<file path="config.mk">
export PLATFORM = sky130hd
export DESIGN_NAME = rijndael_round_tail_flat
export DESIGN_NICKNAME = d
export VERILOG_FILES = /design/src/rtl/rijndael_round_tail_if.sv /design/src/rtl/rijndael_round_tail.sv /design/src/flat_wrapper.sv
export SDC_FILE = /design/constraint.sdc
export NUM_CORES = 1
export LEC_CHECK = 0
export ABC_AREA = 1
export CORE_MARGIN = 4
export CORE_UTILIZATION = 45
export CTS_BUF_LIST = sky130_fd_sc_hd__clkbuf_16
export CTS_CLUSTER_DIAMETER = 150
export CTS_CLUSTER_SIZE = 30
export DETAILED_ROUTE_END_ITERATION = 10
export PLACE_DENSITY = 0.75
export SETUP_SLACK_MARGIN = 0.5
export SKIP_LAST_GASP = 1
export SLEW_MARGIN = 20
export SYNTH_ARGS = -nofsm -noshare
export SYNTH_HDL_FRONTEND = slang
export SYNTH_SLANG_ARGS = --single-unit
</file>
<file path="constraint.sdc">
create_clock -name clk_i -period 1.8 [get_ports clk_i]
set_clock_uncertainty 0.2 [all_clocks]
set_input_delay 0.18 -clock clk_i [delete_from_list [all_inputs] [get_ports clk_i]]
set_output_delay 0.18 -clock clk_i [all_outputs]
set_load 0.02 [all_outputs]
</file>
<file path="src/rtl/rijndael_round_tail_if.sv">
// Handshake bundle for the round-tail stage: upstream beat (state, key, last)
// and downstream beat (next state, last), each with valid/ready.
interface rijndael_round_tail_if #(
  parameter int NB = 4
);
  localparam int STATESIZE = 32 * NB;

  logic                 valid_i;
  logic                 ready_o;
  logic [STATESIZE-1:0] state_i;
  logic [STATESIZE-1:0] roundkey_i;
  logic                 last_i;
  logic                 valid_o;
  logic                 ready_i;
  logic [STATESIZE-1:0] state_o;
  logic                 last_o;

  // The stage itself.
  modport slave (
    input  valid_i, state_i, roundkey_i, last_i, ready_i,
    output ready_o, valid_o, state_o, last_o
  );

  // Whoever drives the stage and consumes its results.
  modport master (
    output valid_i, state_i, roundkey_i, last_i, ready_i,
    input  ready_o, valid_o, state_o, last_o
  );
endinterface

</file>
<file path="src/rtl/rijndael_round_tail.sv">
// Rijndael round tail: ShiftRows -> MixColumns (skipped on the final round) ->
// AddRoundKey, registered behind a valid/ready stage with a one-entry skid buffer.
module rijndael_round_tail #(
  parameter int NB = 4
) (
  input  logic                clk_i,
  input  logic                rst_i,
  rijndael_round_tail_if.slave rt
);
  localparam int STATESIZE = 32 * NB;
  localparam int C1 = 1;
  localparam int C2 = (NB == 8) ? 3 : 2;
  localparam int C3 = (NB == 8) ? 4 : 3;

  function automatic logic [7:0] xtime(input logic [7:0] b);
    return {b[6:0], 1'b0} ^ (b[7] ? 8'h1b : 8'h00);
  endfunction

  // Column bytes: [7:0] is row 0 ... [31:24] is row 3.
  function automatic logic [31:0] mix_column(input logic [31:0] col);
    logic [7:0] a0, a1, a2, a3;
    logic [7:0] b0, b1, b2, b3;
    a0 = col[7:0];
    a1 = col[15:8];
    a2 = col[23:16];
    a3 = col[31:24];
    b0 = xtime(a0) ^ xtime(a1) ^ a1 ^ a2 ^ a3;
    b1 = a0 ^ xtime(a1) ^ xtime(a2) ^ a2 ^ a3;
    b2 = a0 ^ a1 ^ xtime(a2) ^ xtime(a3) ^ a3;
    b3 = xtime(a0) ^ a0 ^ a1 ^ a2 ^ xtime(a3);
    return {b3, b2, b1, b0};
  endfunction

  logic [STATESIZE-1:0] sr_state;
  logic [STATESIZE-1:0] mc_state;
  logic [STATESIZE-1:0] round_state;

  generate
    for (genvar gi = 0; gi < NB; gi++) begin : g_col
      for (genvar gr = 0; gr < 4; gr++) begin : g_row
        localparam int SH  = (gr == 0) ? 0 : (gr == 1) ? C1 : (gr == 2) ? C2 : C3;
        localparam int SRC = (((gi + SH) % NB) * 4) + gr;
        assign sr_state[8*(4*gi+gr) +: 8] = rt.state_i[8*SRC +: 8];
      end
      assign mc_state[32*gi +: 32] = mix_column(sr_state[32*gi +: 32]);
    end
  endgenerate

  assign round_state = (rt.last_i ? sr_state : mc_state) ^ rt.roundkey_i;

  // O is the visible output register, S the skid entry that absorbs the one
  // beat accepted while O is stalled.
  logic                 o_valid_reg, o_valid_next;
  logic [STATESIZE-1:0] o_state_reg, o_state_next;
  logic                 o_last_reg,  o_last_next;
  logic                 s_valid_reg, s_valid_next;
  logic [STATESIZE-1:0] s_state_reg, s_state_next;
  logic                 s_last_reg,  s_last_next;
  logic                 ready_reg,   ready_next;
  logic                 accept;
  logic                 drain;

  assign accept = rt.valid_i && ready_reg;
  assign drain  = o_valid_reg && rt.ready_i;

  always_comb begin
    o_valid_next = o_valid_reg;
    o_state_next = o_state_reg;
    o_last_next  = o_last_reg;
    s_valid_next = s_valid_reg;
    s_state_next = s_state_reg;
    s_last_next  = s_last_reg;
    if (drain) begin
      if (s_valid_reg) begin
        o_state_next = s_state_reg;
        o_last_next  = s_last_reg;
        s_valid_next = 1'b0;
      end else if (accept) begin
        o_state_next = round_state;
        o_last_next  = rt.last_i;
      end else begin
        o_valid_next = 1'b0;
      end
    end else if (accept) begin
      if (!o_valid_reg) begin
        o_valid_next = 1'b1;
        o_state_next = round_state;
        o_last_next  = rt.last_i;
      end else begin
        s_valid_next = 1'b1;
        s_state_next = round_state;
        s_last_next  = rt.last_i;
      end
    end
    ready_next = !s_valid_next;
  end

  always_ff @(posedge clk_i) begin
    if (rst_i) begin
      o_valid_reg <= 1'b0;
      o_state_reg <= '0;
      o_last_reg  <= 1'b0;
      s_valid_reg <= 1'b0;
      s_state_reg <= '0;
      s_last_reg  <= 1'b0;
      ready_reg   <= 1'b1;
    end else begin
      o_valid_reg <= o_valid_next;
      o_state_reg <= o_state_next;
      o_last_reg  <= o_last_next;
      s_valid_reg <= s_valid_next;
      s_state_reg <= s_state_next;
      s_last_reg  <= s_last_next;
      ready_reg   <= ready_next;
    end
  end

  assign rt.ready_o = ready_reg;
  assign rt.valid_o = o_valid_reg;
  assign rt.state_o = o_state_reg;
  assign rt.last_o  = o_last_reg;
endmodule

</file>
<file path="src/flat_wrapper.sv">
// flat-port wrapper written by rule: the top's interface ports become plain ports
module rijndael_round_tail_flat 
#(
  parameter int NB = 4
)
  (clk_i, rst_i, rt_valid_i, rt_state_i, rt_roundkey_i, rt_last_i, rt_ready_i, rt_ready_o, rt_valid_o, rt_state_o, rt_last_o);
  rijndael_round_tail_if #(.NB(NB)) rt_i ();
  input  logic clk_i;
  input  logic rst_i;
  input wire logic [$bits(rt_i.valid_i)-1:0] rt_valid_i;
  input wire logic [$bits(rt_i.state_i)-1:0] rt_state_i;
  input wire logic [$bits(rt_i.roundkey_i)-1:0] rt_roundkey_i;
  input wire logic [$bits(rt_i.last_i)-1:0] rt_last_i;
  input wire logic [$bits(rt_i.ready_i)-1:0] rt_ready_i;
  output wire logic [$bits(rt_i.ready_o)-1:0] rt_ready_o;
  output wire logic [$bits(rt_i.valid_o)-1:0] rt_valid_o;
  output wire logic [$bits(rt_i.state_o)-1:0] rt_state_o;
  output wire logic [$bits(rt_i.last_o)-1:0] rt_last_o;
  assign rt_i.valid_i = rt_valid_i;
  assign rt_i.state_i = rt_state_i;
  assign rt_i.roundkey_i = rt_roundkey_i;
  assign rt_i.last_i = rt_last_i;
  assign rt_i.ready_i = rt_ready_i;
  assign rt_ready_o = rt_i.ready_o;
  assign rt_valid_o = rt_i.valid_o;
  assign rt_state_o = rt_i.state_o;
  assign rt_last_o = rt_i.last_o;
  rijndael_round_tail #(.NB(NB)) u_core (.clk_i(clk_i), .rst_i(rst_i), .rt(rt_i));
endmodule
</file>
---- Word level (Yosys, flattened, before mapping) ----
Index checks and enable logic that the tools add are counted.
Widths: inputs -> output; s select.
word-level totals
  register bits ........................... 261
  output and inout bits ................... 131
  word-level logic and storage cells ...... 134
cells by class
  equality and inequality tests ........... 3
  muxes and demuxes ....................... 34
  bitwise operators ....................... 82
  reduce and logical (&&, ||, !) cells .... 8
operators with widths
  kind                count
  $mux 128            6
  $xor 8x8->8         79
  $xor 128x128->128   1
  $mux 5              16
  $mux 1              12
  $reduce_and 3->1    3
  $xor 8x5->8         1
  $ne 2x2->1 const B  3
  $reduce_bool 2->1   2
  $logic_and 1x1->1   2
  $logic_not 1->1     1
  $not 1->1           1

---- Longest topological paths before layout ----
Gate-level depths: netlist of the first run.
  depth after elaboration ................. 11
  depth in mapped cells ................... 15

---- Worst setup path after synthesis of the first run ----
No wires, ideal clock.
  kind .................................... register -> register
  start ................................... register u_core.o_valid_reg (netlist: u_core.rt.valid_o)
  end ..................................... register u_core.o_state_reg[81] (netlist: u_core.rt.state_o[81])
  library setup time ...................... 0.133 ns
  arrival ................................. 1.381 ns
  path slack .............................. 0.086 ns
  stages on the path, launching flop included .. 9
  period minus slack after synthesis ...... 1.714 ns
  cells stage by stage .................... dfxtp_1 -> inv_2 -> or2_1 -> nand2_2 -> buf_2 -> buf_2 -> nor2_1 -> nand2_1 -> a21oi_2
on the way
  cells in the longest elaborated chain, start to end .. 3
  elaborated cells between the ends (all ways) .. 5
  those cells by class .................... 1 x eq/ne; 1 x mux; 3 x reduce/logical
RTL lines
  item                                                              RTL line                    RTL
  from (decl)                                                       rijndael_round_tail.sv:53   logic o_valid_reg, o_valid_next;
  from (signal assigned)                                            rijndael_round_tail.sv:108  o_valid_reg <= o_valid_next;
  $logic_and 1x1->1                                                 rijndael_round_tail.sv:64   assign drain = o_valid_reg && rt.ready_i;
  $ne 2x2->1 (no line) / $reduce_bool 2->1 (equally long branches)  n/a
  $reduce_and 3->1 (no line)                                        n/a
  to (signal assigned)                                              rijndael_round_tail.sv:109  o_state_reg <= o_state_next;
  to (decl)                                                         rijndael_round_tail.sv:54   logic [STATESIZE-1:0] o_state_reg, o_state_next;
Parallel ways exist; a longest one is shown, timed or not.
A chain may end at the register's enable or synchronous reset.

---- Worst setup path in the final report of the first run ----
  start ................................... register u_core.o_valid_reg (netlist: u_core.rt.valid_o)
  end ..................................... register u_core.s_state_reg[86]
on the way
  cells in the longest elaborated chain, start to end .. 3
RTL lines
  item                          RTL line                    RTL
  $logic_and 1x1->1             rijndael_round_tail.sv:64
  $not 1->1 (no line)           n/a
  $reduce_and 3->1 (no line) *  n/a
  to (signal assigned)          rijndael_round_tail.sv:112  s_state_reg <= s_state_next;
  to (decl)                     rijndael_round_tail.sv:57   logic [STATESIZE-1:0] s_state_reg, s_state_next;
Every way passes the cells marked *; elsewhere a longest branch is shown, timed or not.

==> results_dict.tcl, run 1 <==
set metrics [dict create \
    coreArea_mm2 0.04815 \
    synth_top_area_share_pct 31.82 \
    start_util_pct 45.89 \
    hold_class "input port to flop" \
    ios 392 \
    critPathMostFrequentCell "buf_12" \
    netlist_instances 4147 \
    syn_area_mm2 0.02209 \
    final_hold_viol_count 0 \
    ys_warn_count 0 \
    antenna_found_initial 9 \
    period_share_pct 98.29 \
    portBuffers 391 \
    critPathTopFamily "buffers and inverters" \
    fmax_ghz 0.5652 \
    grt_usage_pct 28.99 \
    power.leakage_uw 0.01813 \
    drive_above_1_share_pct 19.90 \
    met3_usage_pct 4.523 \
    clock-sinks 261 \
    use_met1_pct 39.29 \
    synth.area.top_cells "nand2_1 32%, dfxtp_1 24%, nand3_1 14%, inv_1 8.1%, o211ai_1 4.8%" \
    rsz0062_at_grt "true" \
    grt_most_used_layer "met2" \
    tightest_slew_ns 0.7710 \
    slew_headroom_pct 48.60 \
    nFillCells 4307 \
    drc 0 \
    worstPathRequired_ns 2.04 \
    grt-ovfl-total 0 \
    synth_seq_cells 261 \
    avgViaCountPerCell 5.170 \
    cp-start-kind "flop" \
    cp_cell_sequence "inv_4 -> nor3_4 -> buf_12 -> buf_12 -> clkbuf_16 -> buf_12 -> nand3_2 -> o211ai_1 -> inv_2" \
    cp_num_buf_inv 6 \
    antenna_left 0 \
    ys_types 28 \
    vdd_drop_max_mv 0.5099 \
    maxCapViolations 0 \
    cts_tree "built" \
    slowest_stage "dfxtp_4" \
    cts_root_buf "clkbuf_16" \
    rr_startpoint "u_core.rt.valid_o$_SDFFE_PP0P_" \
    dpl_worst_slack_ns -0.4533 \
    slowest_delay_ns 0.39 \
    post_drt_wl_per_cell_um 15.88 \
    clock_path_buffers 3 \
    setup_tns_ns 0 \
    place.gp.congestion 0.9916 \
    layout_commonest_cell "nand2_1" \
    syn_to_final_growth_pct 44.61 \
    finalSetupViolCount 0 \
    cp_max_fo 9 \
    grt_max_degree 78 \
    startpoint "u_core.rt.valid_o$_SDFFE_PP0P_" \
    row_count 80 \
    die_w_um 229.6 \
    clkTransAtPathRegs_ns 0.12 \
    crit_type "flop to flop" \
    numCtsBuffers 13 \
    hpwlAfterDp_um 62770 \
    die_height_um 229.6 \
    dr.pass1.iters 8 \
    num_vias 28301 \
    finalCriticalPeriod_ns 1.769 \
    fin_ws_ns 0.03070 \
    htreeDepth 1 \
    cp.arrival_ns 2.01 \
    report.final.slew_viol_count 0 \
    grt_pass1_wl_um 126500 \
    syn_nets 4408 \
    fin_nets 5068 \
    grt_pass1_vias 24436 \
    wl_um 86940 \
    die-area_mm2 0.05271 \
    final_cell_mix "1856 x nand2_1, 578 x nand3_1, 474 x inv_1, 360 x buf_4, 222 x nor2_1" \
    avgSynthCellArea_um2 5.328 \
    met2_usage_pct 47.51 \
    min-delay-start "rst_i" \
    end_kind "flop" \
    clock_latency_ns 0.52 \
    synth_top_cell_by_area "nand2_1" \
    synth-seq-area-share_pct 23.65 \
    power_density_mw_per_mm2 550.9 \
    dr.first_iter.drc_count 2494 \
    status "finished, final reports clean" \
]
==> Yosys cell counts <==
master / number
a21oi_2: 9
nand3_2: 6
inv_6: 2
a21oi_1: 123
xor2_1: 21
buf_4: 15
clkinv_1: 1
nand2_2: 13
inv_4: 2
nor2_1: 282
inv_2: 27
clkbuf_1: 51
buf_1: 6
nand2_1: 1873
xnor2_1: 26
o211ai_1: 142
o21ai_0: 21
dfxtp_1: 261
nand3b_1: 12
clkbuf_2: 17
o21ai_1: 5
buf_2: 101
inv_1: 476
buf_12: 2
buf_6: 14
or2_1: 1
nor3_4: 1
nand3_1: 637
==> power breakdown <==
group | switching, µW | internal [µW] | leakage (µW) | total, µW
clock | 2160 | 1390 | 0.000188 | 3550
combinational | 4230 | 3330 | 0.0158 | 7570
sequential | 289 | 6200 | 0.00219 | 6490
==> worst paths after layout <==
check | to | slack (ns) | cells after the start
setup reg to reg | u_core.s_state_reg[86]$_SDFFE_PP0P_ | 0.03 | 9
setup / recovery | u_core.s_state_reg[86]$_SDFFE_PP0P_ | 0.03 | 9
hold reg to reg | u_core.rt.state_o[120]$_SDFFE_PP0P_ | 0.27 | 2
hold / removal | u_core.s_state_reg[41]$_SDFFE_PP0P_ | 0.0008 | 5
==> stage by stage <==
step | cell area, µm² | power [µW] | instances | utilization (%) | hold WS [ns]
2_1_floorplan | 22410 | 10460 | 4147 | - | 0.1604
3_3_place_gp | 29370 | 13310 | 5384 | 61.01 | 0.2463
3_5_place_dp | 29370 | 13390 | 5384 | 61.01 | 0.2519
4_1_cts | 30240 | 17120 | 5418 | 62.81 | -0.02570
5_1_grt | 31940 | 18620 | 5468 | 66.33 | 0.01673
6_report | 31950 | 17600 | 5474 | 66.36 | 0.0008250
==> per-layer routing <==
layer	share of wire [%]	wire, µm	vias to the layer above
met5	0.014	12	-
met4	3.2	2796	2
met3	8.1	7085	161
met2	45	39260	1131
met1	43	37790	12708
li1	-	-	14299
==> logic make-up (layout without fill, tap and decap cells) <==
| group | Yosys count | after routing | share of synthesized area (%) |
|---|---|---|---|
| AND/OR/NAND/NOR | 2825 | 2825 | 52.19 |
| flip-flops | 261 | 261 | 23.65 |
| buffers and inverters | 714 | 1376 | 13.74 |
| other | 0 | 9 | 0 |
| XOR/XNOR | 47 | 47 | 1.863 |
| AO/OA/AOI/OAI | 300 | 300 | 8.557 |
==> worst register-to-register path, cell delays in order, from the launching register on <==
cell and delay (ns):
dfxtp_4 0.39, inv_4 0.05, nor3_4 0.19, buf_12 0.19, buf_12 0.12, clkbuf_16 0.14, buf_12 0.13, nand3_2 0.10
o211ai_1 0.13, inv_2 0.04
==> what timing repair did <==
item / in CTS / in global routing
hold buffers: 6 / 1
setup buffers: 11 / 16
setup endpoints to repair: 389 / 389
cloned: 0 / 30
hold endpoints to repair: 8 / 1
gates resized for setup: 927 / 239
pin swaps: 0 / 45
==> area by class of cell <==
class | count | area, µm² | area share [%]
antenna | 9 | 22.52 | 0.07049
tap | 656 | 820.8 | 2.569
clock buffer | 13 | 325.3 | 1.018
clock inverter | 4 | 51.30 | 0.1606
timing repair inverter | 1 | 7.507 | 0.02350
multi-input combinational | 3172 | 14510 | 45.40
sequential | 261 | 5426 | 16.98
timing repair buffer | 850 | 8842 | 27.67
inverter | 508 | 1948 | 6.097
Note: power is estimated with default switching activity, not from simulation.
==> run 2, diff against run 1 <==
Settings changed: GPL_TIMING_DRIVEN from default to 0.
==> run 2 against run 1 <==
  * The run now ends with negative setup slack left
  * Clock-buffer cell count stayed put
  * Via count is 0.26% lower
  * Routed wire length up 9.0%
  * Combinational power fell by 6.7%
  * Setup slack lost 0.063 ns
  * Core utilization down 5.0 points
  * Sequential share of layout area grew 0.80 points
  * Critical path depth down 1
  * Worst hold slack better by 0.019 ns
==> results_dict.tcl, run 2 (same netlist as run 1, synthesis figures left out) <==
set metrics [dict create \
    status "finished, violations left" \
    failed_checks "negative setup slack" \
    layout_commonest_cell "nand2_1" \
    final_area_mm2 0.02954 \
    die_w_um 229.6 \
    crit_type "flop to flop" \
    period_share_pct 101.8 \
    num_vias 28228 \
    antenna_left 0 \
    grt_pass1_vias 24630 \
    wl_um 94800 \
    antenna_found_initial 7 \
    worstPathRequired_ns 2.06 \
    portBuffers 339 \
    slowest_delay_ns 0.40 \
    place.gp.congestion 0.9872 \
    maxCapViolations 0 \
    power.leakage_uw 0.01715 \
    setup_tns_ns -0.08265 \
    grt_pass1_wl_um 136400 \
    rr_startpoint "u_core.rt.valid_o$_SDFFE_PP0P_" \
    ios 392 \
    fmax_ghz 0.5458 \
    drc 0 \
    min-delay-start "rt_state_i[82]" \
    end_kind "flop" \
    rsz0062_at_grt "true" \
    critPathTopFamily "buffers and inverters" \
    dp_cells 5142 \
    fin_ws_ns -0.03222 \
    cts_tree "built" \
    rr_worst_depth 8 \
    cp.arrival_ns 2.09 \
    final_cell_mix "1837 x nand2_1, 571 x nand3_1, 471 x inv_1, 253 x dfxtp_1, 229 x nor2_1" \
    start_util_pct 45.89 \
    tightest_slew_ns 0.8824 \
    cts_root_buf "clkbuf_16" \
    avgViaCountPerCell 5.399 \
    grt-ovfl-total 0 \
    die-area_mm2 0.05271 \
    fin_cells 5228 \
    clock_latency_ns 0.54 \
    hpwlAfterDp_um 68260 \
    grt_usage_pct 32.19 \
    slowest_stage "dfxtp_4" \
    hold_path_depth 7 \
    r2r-end "u_core.rt.state_o[0]$_SDFFE_PP0P_" \
    syn_to_final_growth_pct 33.71 \
    final_hold_viol_count 0 \
    drive_above_1_share_pct 11.37 \
    clkTransAtPathRegs_ns 0.13 \
    vdd_drop_max_mv 0.5083 \
    coreArea_mm2 0.04815 \
    cp_cell_sequence "inv_6 -> or2_4 -> nand2_8 -> buf_12 -> buf_16 -> clkbuf_16 -> nand2_1 -> a21oi_1" \
    die_height_um 229.6 \
    post_drt_wl_per_cell_um 18.13 \
    grt_max_degree 32 \
    dr.first_iter.drc_count 3052 \
    row_count 80 \
    htreeDepth 1 \
    dpl_cell_area_mm2 0.02662 \
    hold_class "input port to flop" \
    holdPathEnd "u_core.rt.state_o[18]$_SDFFE_PP0P_" \
    finalCriticalPeriod_ns 1.832 \
    power_density_mw_per_mm2 570.8 \
    cp_max_fo 8 \
    cp_num_buf_inv 4 \
    numCtsBuffers 12 \
    r2r_slack_ns -0.03 \
    finalSetupViolCount 9 \
    fin_nets 4823 \
    clock_path_buffers 3 \
    cp-start-kind "flop" \
    slew_headroom_pct 41.17 \
    report.final.slew_viol_count 0 \
    clock-sinks 261 \
    dr.pass1.iters 7 \
]
## run 2: changes by cell type in the layout (fill, tap and decap cells not counted), sizes merged, moves of 19 or more
cell,before,now
dlygate4sd2,1,127
clkdlybuf4s50,219,148
buf,559,178
dlymetal6s2s,39,58
clkbuf,38,100
## run 2: metal layers
layer  global-route usage, %  share of wire [%]
met5                       0              0.057
met4                   12.38                4.7
met3                   4.324                9.8
met2                   52.33                 45
met1                   43.41                 40
## run 2: worst reg2reg max path: stages (launching register included)
cell and delay (ns):
dfxtp_4 0.40, inv_6 0.05, or2_4 0.26, nand2_8 0.15, buf_12 0.15, buf_16 0.17, clkbuf_16 0.16, nand2_1 0.06
a21oi_1 0.15
## run 2: power breakdown
group	switching, µW	internal (µW)	total (µW)	leakage [µW]
Combinational	4390	2670	7060	0.0148
Sequential	224	6150	6380	0.00214
Clock	2090	1330	3420	0.000174
## run 2: worst max-delay path by stage
stage	end	cells past startpoint	startpoint
after floorplan	u_core.rt.state_o[81]$_SDFFE_PP0P_	8	u_core.rt.valid_o$_SDFFE_PP0P_
after global placement	u_core.rt.state_o[86]$_SDFFE_PP0P_	4	rst_i
after detailed placement	u_core.rt.state_o[41]$_SDFFE_PP0P_	9	rt_ready_i
after CTS	u_core.rt.state_o[97]$_SDFFE_PP0P_	8	u_core.rt.valid_o$_SDFFE_PP0P_
after global routing	u_core.rt.state_o[0]$_SDFFE_PP0P_	8	u_core.rt.valid_o$_SDFFE_PP0P_
final	u_core.rt.state_o[0]$_SDFFE_PP0P_	8	u_core.rt.valid_o$_SDFFE_PP0P_
## run 2: through the flow
| stage | hold slack, ns | total power, µW | util (%) | setup slack [ns] |
|---|---|---|---|---|
| floorplan | 0.1604 | 10460 | - | 0.2762 |
| global placement | 0.2488 | 12750 | 55.29 | -0.7833 |
| detailed placement | 0.2510 | 12830 | 55.30 | -0.6823 |
| CTS | 0.0006440 | 16220 | 56.87 | 0.01949 |
| global route | 0.07257 | 17740 | 61.33 | -0.05283 |
| finish | 0.01958 | 16860 | 61.36 | -0.03222 |
## run 2: cell type report
| class | instances | area (µm²) |
|---|---|---|
| flip-flops and latches | 261 | 5253 |
| repair buffers | 401 | 4497 |
| clock buffers | 13 | 325.3 |
| plain buffers | 206 | 1899 |
| inverters | 508 | 1938 |
| fillers | 4701 | 18600 |
| multi-input cells | 3172 | 14770 |
| clock inverters | 3 | 17.52 |
| well taps | 656 | 820.8 |
| diodes | 8 | 20.02 |
## run 2: timing repair
item                                    in CTS  in global routing
resized for setup                          264                410
buffers inserted                             5                 14
gates cloned                                 4                 30
pin swaps                                    6                 90
endpoints found under the hold margin       13                  0
endpoints found under the setup margin     389                389
hold buffers                                 9                  0
